**config.mk**
```make
export PLATFORM = sky130hd
export DESIGN_NAME = i2c_slave_expander_n
export DESIGN_NICKNAME = d
export VERILOG_FILES = /design/src/rtl/i2c_slave_expander_n.sv
export SDC_FILE = /design/constraint.sdc
export NUM_CORES = 1
export LEC_CHECK = 0
export CORE_MARGIN = 2
export CORE_UTILIZATION = 50
export CTS_CLUSTER_DIAMETER = 40
export DETAILED_ROUTE_END_ITERATION = 12
export DONT_BUFFER_PORTS = 1
export GPL_ROUTABILITY_DRIVEN = 0
export PLACE_DENSITY_LB_ADDON = 0.1
export SYNTH_ARGS = -nofsm -noshare
export SYNTH_HDL_FRONTEND = slang
export SYNTH_SLANG_ARGS = --single-unit
```
**constraint.sdc**
```tcl
create_clock -name clk -period 2.55 [get_ports clk]
set_input_delay 0.1275 -clock clk [delete_from_list [all_inputs] [get_ports clk]]
set_output_delay 0.1275 -clock clk [all_outputs]
set_load 0.02 [all_outputs]
```
**src/rtl/i2c_slave_expander_n.sv**
```systemverilog
// Oversampled I2C slave port expander with NUM_PORTS auto-incrementing 8-bit ports.
// Define I2C_EXP_INT_EN to enable the change-detect interrupt on int_n.

module i2c_exp_filt #(
  parameter int FILT_LEN = 3
) (
  input  logic clk,
  input  logic start_and_reset_delayed,
  input  logic pin,
  output logic filt
);
  localparam logic [3:0] FL_M1 = 4'(FILT_LEN - 1);

  logic       s1, s2;
  logic [3:0] cnt;

  // Idle bus is high, so everything resets to 1 to avoid a spurious edge.
  always_ff @(posedge clk or negedge start_and_reset_delayed) begin
    if (!start_and_reset_delayed) begin
      s1   <= 1'b1;
      s2   <= 1'b1;
      filt <= 1'b1;
      cnt  <= 4'd0;
    end else begin
      s1 <= pin;
      s2 <= s1;
      if (s2 == filt) begin
        cnt <= 4'd0;
      end else if (cnt == FL_M1) begin
        filt <= s2;
        cnt  <= 4'd0;
      end else begin
        cnt <= cnt + 4'd1;
      end
    end
  end
endmodule

module i2c_slave_expander_n #(
  parameter int NUM_PORTS = 1,
  parameter int FILT_LEN  = 3
) (
  input  logic                   clk,
  input  logic                   start_and_reset_delayed,
  input  logic                   scl_i,
  input  logic                   sda_i,
  output logic                   sda_oe,
  input  logic [6:0]             adr,
  input  logic [8*NUM_PORTS-1:0] io_in,
  output logic [8*NUM_PORTS-1:0] io_out,
  output logic                   int_n
);
  localparam logic [2:0] IDLE     = 3'd0;
  localparam logic [2:0] ADDR     = 3'd1;
  localparam logic [2:0] ADDR_ACK = 3'd2;
  localparam logic [2:0] WR       = 3'd3;
  localparam logic [2:0] WR_ACK   = 3'd4;
  localparam logic [2:0] RD       = 3'd5;
  localparam logic [2:0] RD_ACK   = 3'd6;
  localparam logic [2:0] WAIT     = 3'd7;

  localparam logic [1:0] LAST_IDX = 2'(NUM_PORTS - 1);

  logic                   scl_f, sda_f, scl_d, sda_d;
  logic                   scl_rise, scl_fall, start_ev, stop_ev;
  logic [8*NUM_PORTS-1:0] io_s1, io_sync;
  logic [2:0]             state;
  logic [3:0]             bit_cnt;
  logic [7:0]             shreg, rd_sh, io_sel;
  logic [1:0]             idx, idx_nxt;
  logic                   rw;

  i2c_exp_filt #(.FILT_LEN(FILT_LEN)) u_scl_filt (
    .clk                     (clk),
    .start_and_reset_delayed (start_and_reset_delayed),
    .pin                     (scl_i),
    .filt                    (scl_f)
  );

  i2c_exp_filt #(.FILT_LEN(FILT_LEN)) u_sda_filt (
    .clk                     (clk),
    .start_and_reset_delayed (start_and_reset_delayed),
    .pin                     (sda_i),
    .filt                    (sda_f)
  );

  always_ff @(posedge clk or negedge start_and_reset_delayed) begin
    if (!start_and_reset_delayed) begin
      scl_d   <= 1'b1;
      sda_d   <= 1'b1;
      io_s1   <= '1;
      io_sync <= '1;
    end else begin
      scl_d   <= scl_f;
      sda_d   <= sda_f;
      io_s1   <= io_in;
      io_sync <= io_s1;
    end
  end

  assign scl_rise = scl_f & ~scl_d;
  assign scl_fall = ~scl_f & scl_d;
  assign start_ev = scl_f & scl_d & sda_d & ~sda_f;
  assign stop_ev  = scl_f & scl_d & ~sda_d & sda_f;
  assign idx_nxt  = (idx == LAST_IDX) ? 2'd0 : idx + 2'd1;

  always_comb begin
    io_sel = io_sync[7:0];
    for (int k = 0; k < NUM_PORTS; k++) begin
      if (idx == 2'(k)) io_sel = io_sync[8*k +: 8];
    end
  end

  // Stop outranks start, and both outrank bit sampling in the same clk.
  always_ff @(posedge clk or negedge start_and_reset_delayed) begin
    if (!start_and_reset_delayed) begin
      state   <= IDLE;
      bit_cnt <= 4'd0;
      shreg   <= 8'hFF;
      rd_sh   <= 8'hFF;
      idx     <= 2'd0;
      rw      <= 1'b0;
      sda_oe  <= 1'b0;
      io_out  <= '1;
    end else if (stop_ev) begin
      state  <= IDLE;
      sda_oe <= 1'b0;
    end else if (start_ev) begin
      state   <= ADDR;
      bit_cnt <= 4'd0;
      idx     <= 2'd0;
      sda_oe  <= 1'b0;
    end else if (scl_rise) begin
      case (state)
        ADDR, WR: begin
          if (bit_cnt != 4'd8) begin
            shreg   <= {shreg[6:0], sda_f};
            bit_cnt <= bit_cnt + 4'd1;
          end
        end
        RD: begin
          if (bit_cnt != 4'd8) bit_cnt <= bit_cnt + 4'd1;
        end
        WR_ACK: begin
          for (int k = 0; k < NUM_PORTS; k++) begin
            if (idx == 2'(k)) io_out[8*k +: 8] <= shreg;
          end
          idx     <= idx_nxt;
          state   <= WR;
          bit_cnt <= 4'd0;
        end
        RD_ACK: begin
          if (!sda_f) begin
            idx     <= idx_nxt;
            state   <= RD;
            bit_cnt <= 4'd0;
          end else begin
            state <= WAIT;
          end
        end
        default: ;
      endcase
    end else if (scl_fall) begin
      case (state)
        ADDR: begin
          if (bit_cnt == 4'd8) begin
            if (shreg[7:1] == adr) begin
              state  <= ADDR_ACK;
              sda_oe <= 1'b1;
              rw     <= shreg[0];
            end else begin
              state <= WAIT;
            end
          end
        end
        ADDR_ACK: begin
          bit_cnt <= 4'd0;
          if (rw) begin
            state  <= RD;
            rd_sh  <= io_sel;
            sda_oe <= ~io_sel[7];
          end else begin
            state  <= WR;
            sda_oe <= 1'b0;
          end
        end
        WR: begin
          if (bit_cnt == 4'd8) begin
            state  <= WR_ACK;
            sda_oe <= 1'b1;
          end else begin
            sda_oe <= 1'b0;
          end
        end
        RD: begin
          if (bit_cnt == 4'd8) begin
            state  <= RD_ACK;
            sda_oe <= 1'b0;
          end else if (bit_cnt == 4'd0) begin
            rd_sh  <= io_sel;
            sda_oe <= ~io_sel[7];
          end else begin
            sda_oe <= ~rd_sh[3'd7 - bit_cnt[2:0]];
          end
        end
        default: sda_oe <= 1'b0;
      endcase
    end
  end

`ifdef I2C_EXP_INT_EN
  logic [8*NUM_PORTS-1:0] snap;
  logic [2:0]             state_d;
  logic                   snap_load;

  // Reload one clk after entering a read ADDR_ACK or any WR_ACK.
  assign snap_load = ((state == ADDR_ACK) && (state_d != ADDR_ACK) && rw) ||
                     ((state == WR_ACK) && (state_d != WR_ACK));

  always_ff @(posedge clk or negedge start_and_reset_delayed) begin
    if (!start_and_reset_delayed) begin
      snap    <= '1;
      state_d <= IDLE;
      int_n   <= 1'b1;
    end else begin
      state_d <= state;
      if (snap_load) begin
        snap  <= io_sync;
        int_n <= 1'b1;
      end else begin
        int_n <= (io_sync == snap);
      end
    end
  end
`else
  assign int_n = 1'b1;
`endif

endmodule

```
# ---- Word level (Yosys, flattened, before mapping)
# Index checks and enable logic that the tools add are counted.
dict set report totals {
  reg_bits 67
  input_bits 19
  out_inout_bits 10
  word_cells 138
}
dict set report op_classes {
  add_sub_neg 5
  magnitude_cmp 1
  eq_ne 27
  mux 45
  n_bitwise 18
  n_reduce_logical 22
}
# cell n
set ops {}
lappend ops {{two-way mux 4 bit} 10}
lappend ops {{two-way mux 3 bit} 9}
lappend ops {{two-way mux 8 bit} 3}
lappend ops {{inequality test 4 bit (second input constant)} 4}
lappend ops {{case mux 8 bit (2 select lines)} 1}
lappend ops {{inequality test 5 bit (second input constant)} 3}
lappend ops {{adder 4 x 1 -> 4 bit (second input constant)} 3}
lappend ops {{case mux 3 bit (4 select lines)} 1}
lappend ops {{case mux 4 bit (3 select lines)} 1}
lappend ops {{AND reduction 6 bit} 2}
lappend ops {{nonzero test 3 bit} 4}
lappend ops {{two-way mux 1 bit} 11}
lappend ops {{inverter 1 bit} 11}
lappend ops {{two-way mux 2 bit} 5}
lappend ops {{AND reduction 5 bit} 2}
lappend ops {{== test 3 bit (second input constant)} 3}
lappend ops {{== test 4 x 2 -> 1 bit (second input constant)} 2}
lappend ops {{AND reduction 4 bit} 2}
lappend ops {{AND reduction 8 bit} 1}
lappend ops {{bitwise AND 1 bit} 7}
lappend ops {{== test 7 bit} 1}
lappend ops {{AND reduction 7 bit} 1}
lappend ops {{nonzero test 7 bit} 1}
lappend ops {{== test 3 x 2 -> 1 bit (second input constant)} 2}
lappend ops {{other kinds (23)} 28}

# ---- Depth between registers and ports, before layout
# Gate-level depths: netlist of the first run.
dict set report logic_depth {
  word_depth 11
  depth_mapped 8
  depth_no_buf 7
}

# ---- Modules after synthesis
# Synthesis of the first run repeated with hierarchy kept, for this count alone.
dict set report unflattened {
  hier_cells 244
  hier_area_um2 3163.0
}
# module n_inst cells_per_inst area_each_um2 seq_area_each_um2
set modules_own_cells {}
lappend modules_own_cells {i2c_slave_expander_n 1 200 2588.7 1378.8}
lappend modules_own_cells {{i2c_exp_filt (u_sda_filt)} 1 22 287.8 178.9}
lappend modules_own_cells {{i2c_exp_filt (u_scl_filt)} 1 22 286.5 178.9}

# ---- Worst setup path after synthesis of the first run
# OpenSTA, ideal clock, no wires.
dict set report synth_path {
  kind {reg-to-reg}
  from {register scl_d}
  to {register bit_cnt[3]}
  setup_time_ns 0.126
  t_arrival_ns 1.917
  slack_ns 0.507
  stages_incl_launch_ff 8
  path_buffers 0
  synth_period_minus_slack_ns 2.043
  path_cell_list {dfstp_2 inv_1 ha_1 or4b_1 o221ai_1 and3_4 o21ai_2 a221o_1}
}
dict set report synth_between {
  elab_chain_cells 5
  elab_cells_between_ends 17
  cone_classes {eq/ne: 3; mux: 2; bitwise: 9; reduce/logical: 3}
}
# item line
set synth_rtl {}
lappend synth_rtl {{start, declared} 64} ;# logic scl_f, sda_f, scl_d, sda_d;
lappend synth_rtl {{start signal, assigned} 94} ;# scl_d <= scl_f;
lappend synth_rtl {{bitwise AND 1 bit} {103, 104}}
lappend synth_rtl {{bitwise AND 1 bit, on equally long branches (2 in a row)} {103, 104}}
lappend synth_rtl {{inequality test 5 x 2 -> 1 bit (no line), or another cell as far along} -}
lappend synth_rtl {{AND reduction 6 bit (no line)} -}
lappend synth_rtl {{end signal, assigned} 138} ;# bit_cnt <= bit_cnt + 4'd1;
lappend synth_rtl {{end signal, assigned} 142} ;# if (bit_cnt != 4'd8) bit_cnt <= bit_cnt + 4'd1;
lappend synth_rtl {{end, declared} 68} ;# logic [3:0] bit_cnt;
# Several ways; a longest one is shown, not always the timed one.
# A chain may end at the register's enable or synchronous reset.

# ---- Worst setup path after layout of the first run
# Ends and elaborated chain as after synthesis.

==> results of run 1 <==
==> worst paths after layout <==
kind                                         start               to  cells after the start
max                                          scl_d       bit_cnt[3]                      7
max reg2reg                                  scl_d       bit_cnt[3]                      7
min in group clk                            adr[0]         state[2]                      5
min                        start_and_reset_delayed         state[0]                      2
min reg2reg                               io_s1[1]        io_sel[1]                      0
max in group asynchronous  start_and_reset_delayed  u_scl_filt.filt                      2
==> sequential cells by signal, indices dropped and copies added (netlist names), 2 cells and up <==
name            cells
bit_cnt             4
io_sel              8
rd_sh               8
state               3
idx                 2
shreg               8
io_s1               8
u_sda_filt.cnt      4
io_out              8
u_scl_filt.cnt      4
==> cells by family (layout without fill, tap and decap cells) <==
kind of cell	count (synthesis)	after routing	synth area share
DFF	67	67	0.559
adders and majority gates	11	11	0.0443
muxes	33	33	0.123
buffers and inverters	17	44	0.0262
xor gates and xnor gates	13	13	0.0367
and+or+nand+nor	80	80	0.141
AOI/OAI and AO/OA	30	30	0.0689
other	1	1	0.00121
==> worst register-to-register path, cell delays in order, from the launching register on <==
cell and delay, ps:
dfstp_2 550, inv_1 40, ha_1 240, or4b_1 530, o221ai_1 90, and3_4 230
o21ai_2 80, a221o_1 350
==> cell usage after synthesis, types with 2 or more instances <==
library cell	count
ha_1	11
dfstp_2	48
inv_1	10
and3_1	2
nand2_1	18
buf_2	2
buf_4	2
nor2_1	22
a31oi_1	3
clkbuf_1	2
nand3_1	4
nand3b_1	6
xor2_1	4
nor4_1	2
mux2i_1	2
a221o_1	2
o21bai_1	2
o21ai_2	2
dfrtp_1	19
mux2_2	30
a21oi_1	4
o21a_1	2
nand4_1	2
o21ai_0	6
nor3b_1	3
nor2b_1	3
a311oi_1	2
or2_2	2
xnor2_1	9
nor3_1	3
nand2b_1	5
==> metal layers <==
| layer | wire length, um | share of wire | track usage |
|---|---|---|---|
| met3 | 205 | 0.039 | 0.0487 |
| met4 | 130 | 0.025 | 0.0902 |
| met1 | 2410 | 0.46 | 0.214 |
| met2 | 2520 | 0.48 | 0.264 |
| met5 | 0 | 0 | 0 |
==> report_power, final <==
part	total [uW]	switching [uW]	internal, uW	leakage [uW]
Sequential	1750	300	1450	0.000753
Clock	861	384	477	0.0000926
Combinational	1220	606	616	0.000615
==> final cells by class <==
type / instances / area [um^2] / area share
clock buffer: 12 / 145 / 0.0411
tap: 75 / 93.8 / 0.0266
multi-input combinational: 168 / 1290 / 0.364
sequential: 67 / 1740 / 0.492
clock inverter: 4 / 50.0 / 0.0142
timing repair buffer: 18 / 183 / 0.0517
inverter: 10 / 37.5 / 0.0106
==> per-stage QoR <==
stage / util / instances
6_report: 0.593 / 354
5_1_grt: 0.593 / 354
4_1_cts: 0.593 / 354
3_5_place_dp: 0.537 / 326
3_3_place_gp: 0.537 / 326
2_1_floorplan: - / 252
==> flow_metrics.tcl, run 1 <==
set metrics [dict create \
    fin_crit_sh 0.866 \
    detail-route-antenna-nets 0 \
    avgRoutedWirePerCell_um 14.9 \
    critPathMaxStageDelay_ps 550 \
    synth.avg_cell_area_um2 12.3 \
    setup_viol 0 \
    rsz0062_at_grt "no" \
    ys_seq_area_frac 0.559 \
    tns_ps 0 \
    worstPathCellList "inv_1, ha_1, or4b_1, o221ai_1, and3_4, o21ai_2, a221o_1" \
    die_h_um 82.8 \
    path_class "flip-flop to flip-flop" \
    cts_made_buffers 9 \
    mostFrequentLayoutCells "48 x dfstp_2, 30 x mux2_2, 22 x nor2_1, 19 x dfrtp_1, 18 x nand2_1" \
    ys.flop_type "dfstp_2" \
    arrival_ps 2430 \
    crit_family "simple AND/OR/NAND/NOR gates" \
    drt_iter0_drc 77 \
    yosysWarnings 0 \
    antenna_cells 0 \
    core-area_mm2 0.00596 \
    io_buffers 0 \
    worstHoldPathType "input pin to async pin" \
    finalPower_uw 3830 \
    clockBufferDepth 2 \
    period_needed_ps 2210 \
    rows 28 \
    io_pins 29 \
    synthTopCellsByArea "dfstp_2 41%, dfrtp_1 15%, mux2_2 11%, ha_1 4.4%, nor2_1 2.7%" \
    finalHoldViolCount 0 \
    wirelength_um 5260 \
    cp-start-kind "flip-flop" \
    netlist_instances 252 \
    skew_ps 6.41 \
    async_reset_ff_frac 1.00 \
    grt_max_degree 68 \
    area_delta_synth_final_pct 13.8 \
    drv_cap 0 \
    first_global_vias 1882 \
    power_density_mw_per_mm2 1090 \
    finalMaxSlewViolations 0 \
    p_leak_uw 0.00146 \
    cts_sinks 67 \
    crit_fanout 6 \
    critPathBufInv 1 \
    overflow 0 \
    nFillCells 506 \
    post-cts-setup-buffer-count 0 \
    postLayoutCellArea_mm2 0.00353 \
    dp_slack_ps 336 \
    post_route_cells_drive_above_1_share 0.387 \
    hpwl_um 3520 \
    cts_tree "yes" \
    vias_per_cell 5.42 \
    synth_area_leader_cell "dfstp_2" \
    htree_levels 3 \
    rrSetupSlack_ps 340 \
    status "finished, final reports clean" \
    remaining_drc_errors 0 \
    critPathCaptureType "flip-flop" \
    ys_ff_latch 67 \
    max_freq_mhz 453 \
    peakVddDrop_uv 708 \
    synth_area_mm2 0.00310 \
    postPlaceCellArea_mm2 0.00320 \
    ys_types 49 \
    cts_resized 0 \
    synth.net_count 282 \
    required_ps 2770 \
    die_area_mm2 0.00686 \
    cts.clk_slew.worst_paths_ps 70 \
    synth_edf_count 0 \
    cp_slowest_cell "dfstp_2" \
    synth_top_area_frac 0.406 \
    start_util 0.521 \
    fin_nets 304 \
    timing.hold.ws_ps 318 \
    vias 1917 \
    dr.pass1.iters 4 \
    grt_pass1_wl_um 8450 \
    root_buffer "clkbuf_8" \
    worst_slack_ps 342 \
    gr-usage-all-layers 0.169 \
    mostFrequentLayoutCell "dfstp_2" \
    hold_buffers 12 \
    antenna_found_initial 0 \
    clkLatencyLatePin_ps 340 \
    die_w_um 82.8 \
]
(Power assumes the default switching activity.)
==> run 2: changes to the inputs <==
- RECOVER_POWER: not set -> 25
==> run 2 against run 1 <==
First-iteration DRC count did not move. Largest power group unchanged. The run now ends with max-capacitance violations, max-slew violations left. Final cell count is the same. Sequential share of layout area up 0.32 points. Combinational power about the same. Utilization down 0.38 points.
==> flow_metrics.tcl, run 2 (synthesis gave the netlist of run 1 again) <==
set metrics [dict create \
    status "finished, violations left" \
    violations "max-capacitance violations, max-slew violations" \
    start_util 0.521 \
    io_pins 29 \
    grt_pass1_wl_um 8450 \
    avgRoutedWirePerCell_um 14.9 \
    die_w_um 82.8 \
    grt_max_degree 68 \
    htree_levels 3 \
    rrSetupSlack_ps 340 \
    clockBufferDepth 2 \
    cts_resized 0 \
    cts.clk_slew.worst_paths_ps 70 \
    rsz0062_at_grt "no" \
    timing.rr.start "scl_d" \
    worstHoldStart "adr[0]" \
    core-area_mm2 0.00596 \
    critPathMaxStageDelay_ps 550 \
    tns_ps 0 \
    drv_cap 1 \
    max_freq_mhz 453 \
    hold_buffers 12 \
    setup_viol 0 \
    dr.pass1.iters 4 \
    path_class "flip-flop to flip-flop" \
    root_buffer "clkbuf_8" \
    post-cts-setup-buffer-count 0 \
    die_h_um 82.8 \
    reg2reg_depth 7 \
    hold_path_depth 5 \
    peakVddDrop_uv 708 \
    cts_tree "yes" \
    first_global_vias 1882 \
    vias_per_cell 5.42 \
    rows 28 \
    wirelength_um 5260 \
    antenna_cells 0 \
    vias 1918 \
    antenna_found_initial 0 \
    post_route_cells_drive_above_1_share 0.387 \
    timing.rr.end "bit_cnt[3]" \
    cts_made_buffers 9 \
    clkLatencyLatePin_ps 340 \
    slew_headroom -0.0320 \
    area_delta_synth_final_pct 13.1 \
    startpoint "scl_d" \
    fin_nets 304 \
    cp-start-kind "flip-flop" \
    power_density_mw_per_mm2 1090 \
    required_ps 2770 \
    finalHoldViolCount 0 \
    worstHoldPathType "input pin to flip-flop" \
    die_area_mm2 0.00686 \
    finalPower_uw 3830 \
    remaining_drc_errors 0 \
    critPathCaptureType "flip-flop" \
    period_needed_ps 2210 \
    arrival_ps 2430 \
    drt_iter0_drc 77 \
    hpwl_um 3520 \
    gr-usage-all-layers 0.169 \
    tightest_slew_ps 1550 \
    hold-path-endpoint "state[2]" \
    cts_sinks 67 \
    crit_family "simple AND/OR/NAND/NOR gates" \
    finalMaxSlewViolations 68 \
    detail-route-antenna-nets 0 \
    crit_fanout 6 \
    io_buffers 0 \
    cp_slowest_cell "dfstp_2" \
    critPathBufInv 1 \
    overflow 0 \
    p_leak_uw 0.00145 \
    worstPathCellList "inv_1, ha_1, or4b_1, o221ai_1, and3_4, o21ai_2, a221o_1" \
    mostFrequentLayoutCells "48 x dfstp_2, 30 x mux2_2, 22 x nor2_1, 19 x dfrtp_1, 18 x nand2_1" \
    skew_ps 6.41 \
    mostFrequentLayoutCell "dfstp_2" \
    fin_crit_sh 0.866 \
]
-- run 2: cell types whose count changed in the layout (fill, tap and decap cells not counted) --
cell,change
clkbuf_2,+1
buf_16,-1
-- run 2: worst max-delay path by stage --
stage	to	slack, ps	cells after the start
2_1_floorplan	bit_cnt[3]	510	7
3_3_place_gp	bit_cnt[3]	380	7
3_5_place_dp	bit_cnt[3]	340	7
4_1_cts	bit_cnt[3]	340	7
5_1_grt	bit_cnt[3]	220	7
6_report	bit_cnt[3]	340	7
-- run 2: stage by stage --
step	hold WS, ps	cell area (um^2)	cells	util	setup slack [ps]
6_report	328	3510	354	0.589	342
5_1_grt	318	3510	354	0.589	222
4_1_cts	318	3530	354	0.593	339
3_5_place_dp	-166	3200	326	0.537	336
3_3_place_gp	-166	3200	326	0.537	379
2_1_floorplan	-168	3100	252	-	507
-- run 2: metal layers --
metal / routed length [um] / GRT usage / vias up
li1: - / - / 918
met3: 205 / 0.0487 / 12
met1: 2400 / 0.214 / 948
met4: 130 / 0.0902 / 0
met5: 0 / 0 / -
met2: 2520 / 0.264 / 40
-- run 2: power by group --
part	internal, uW	leakage [uW]	switching, uW
Clock	477	0.0000926	384
Combinational	612	0.000606	605
Sequential	1450	0.000753	300
Total	2540	0.00145	1290
-- run 2: cell type report --
class | instances | area (um^2)
repair buffers | 18 | 160
inverters | 10 | 37.5
fillers | 509 | 2450
multi-input cells | 168 | 1290
clock buffers | 12 | 145
well taps | 75 | 93.8
clock inverters | 4 | 50.0
flip-flops and latches | 67 | 1740
-- run 2: worst min-delay path, cell delays in order --
cell and delay [ps]:
xnor2_1 50, nand3_1 100, or2_2 150, o311ai_0 120, o21ai_0 90
==> run 3: changes to the inputs <==
- CORE_ASPECT_RATIO: not set -> 0.9
- PLACE_DENSITY: not set -> 0.64
- PLACE_DENSITY_LB_ADDON: 0.1 -> not set
==> run 3 against run 2 <==
The flow still finishes with violations (max-capacitance violations, max-slew violations). Critical endpoint unchanged. Fmax is essentially flat. Final cell count is 1.4% lower. Hold slack lost 13 ps.
==> flow_metrics.tcl, run 3 (synthesis gave the netlist of run 1 again) <==
set metrics [dict create \
    cts_sinks 67 \
    reg2reg_depth 7 \
    drv_cap 1 \
    grt_max_degree 68 \
    first_global_vias 1812 \
    tightest_slew_ps 1560 \
    p_leak_uw 0.00145 \
    die_area_mm2 0.00686 \
    tns_ps 0 \
    dp_slack_ps 339 \
    hold_buffers 12 \
    required_ps 2780 \
    status "finished, violations left" \
    mostFrequentLayoutCell "dfstp_2" \
    antenna_found_initial 0 \
    rsz0062_at_grt "no" \
    cts_made_buffers 9 \
    overflow 0 \
    finalMaxSlewViolations 68 \
    finalHoldViolCount 0 \
    setup_viol 0 \
    root_buffer "clkbuf_8" \
    post-cts-setup-buffer-count 0 \
    peakVddDrop_uv 690 \
    die_w_um 87.1 \
    dr.pass1.iters 4 \
    rows 27 \
    worstHoldPathType "input pin to flip-flop" \
    slew_headroom -0.0372 \
    mostFrequentLayoutCells "48 x dfstp_2, 30 x mux2_2, 22 x nor2_1, 19 x dfrtp_1, 18 x nand2_1" \
    critPathCaptureType "flip-flop" \
    post_route_cells_drive_above_1_share 0.390 \
    timing.rr.start "scl_d" \
    vias 1862 \
    critPathBufInv 1 \
    fin_nets 302 \
    vias_per_cell 5.34 \
    worst_slack_ps 343 \
    rrSetupSlack_ps 340 \
    critPathMaxStageDelay_ps 550 \
    clkLatencyLatePin_ps 350 \
    period_needed_ps 2210 \
    detail-route-antenna-nets 0 \
    hpwl_um 3330 \
    hold_path_depth 1 \
    remaining_drc_errors 0 \
    avgRoutedWirePerCell_um 14.5 \
    crit_fanout 7 \
    crit_family "simple AND/OR/NAND/NOR gates" \
    skew_ps 6.23 \
    arrival_ps 2440 \
    grt_pass1_wl_um 8790 \
    clockBufferDepth 2 \
    start_util 0.513 \
    io_buffers 0 \
    cts.clk_slew.worst_paths_ps 90 \
    core-area_mm2 0.00605 \
    cts_resized 0 \
    cp_slowest_cell "dfstp_2" \
    hold-path-endpoint "io_s1[5]" \
    wirelength_um 5070 \
    io_pins 29 \
    worstHoldStart "io_in[5]" \
    worstPathCellList "inv_1, ha_1, or4b_1, o221ai_1, and3_4, o21ai_2, a221o_1" \
    die_h_um 78.8 \
    fin_crit_sh 0.866 \
    drt_iter0_drc 127 \
    path_class "flip-flop to flip-flop" \
    timing.rr.end "bit_cnt[3]" \
    gr-usage-all-layers 0.170 \
    violations "max-capacitance violations, max-slew violations" \
    power_density_mw_per_mm2 1090 \
    cp-start-kind "flip-flop" \
    nFillCells 483 \
    max_freq_mhz 453 \
    final_util 0.578 \
    htree_levels 3 \
    area_delta_synth_final_pct 12.6 \
    cts_tree "yes" \
    antenna_cells 0 \
]
run 3: cell count changes in the layout (fill, tap and decap cells not counted):
| cell | change |
|---|---|
| clkinv_2 | -1 |
| buf_4 | -2 |
| inv_8 | +3 |
| clkbuf_1 | -2 |
| inv_6 | +3 |
| clkinvlp_4 | -2 |
| clkinv_8 | +1 |
| bufinv_16 | -1 |
| clkbuf_8 | -1 |
run 3: report_power, final:
group	switching, uW	leakage [uW]	internal [uW]
clock	489	0.000103	391
sequential	322	0.000753	1450
combinational	556	0.000597	591
run 3: how the worst max path moves through the flow:
stage	start	to	slack (ps)	depth (start not counted)
2_1_floorplan	scl_d	bit_cnt[3]	510	7
4_1_cts	scl_d	bit_cnt[3]	350	7
3_3_place_gp	scl_d	bit_cnt[3]	370	7
6_report	scl_d	bit_cnt[3]	340	7
3_5_place_dp	scl_d	bit_cnt[3]	340	7
5_1_grt	scl_d	bit_cnt[3]	250	7
run 3: cell type report:
class,instances,area (um^2),share of cell area
clock buffer,9,124,0.0354
clock inverter,7,76.3,0.0218
inverter,10,37.5,0.0107
multi-input combinational,168,1290,0.368
sequential,67,1740,0.497
tap,72,90.1,0.0258
timing repair buffer,16,145,0.0415
run 3: through the flow:
step / power, uW / hold slack, ps / instance area, um^2 / cells
2_1_floorplan: 2670 / -168 / 3100 / 252
3_5_place_dp: 2910 / -165 / 3180 / 321
4_1_cts: 3850 / 290 / 3520 / 349
3_3_place_gp: 2890 / -166 / 3180 / 321
5_1_grt: 4080 / 281 / 3500 / 349
6_report: 3800 / 315 / 3500 / 349
run 3: layer usage:
metal	wire, um	GRT usage
met5	0	0
met4	62	0.0672
met3	266	0.0634
met2	2340	0.240
met1	2400	0.237
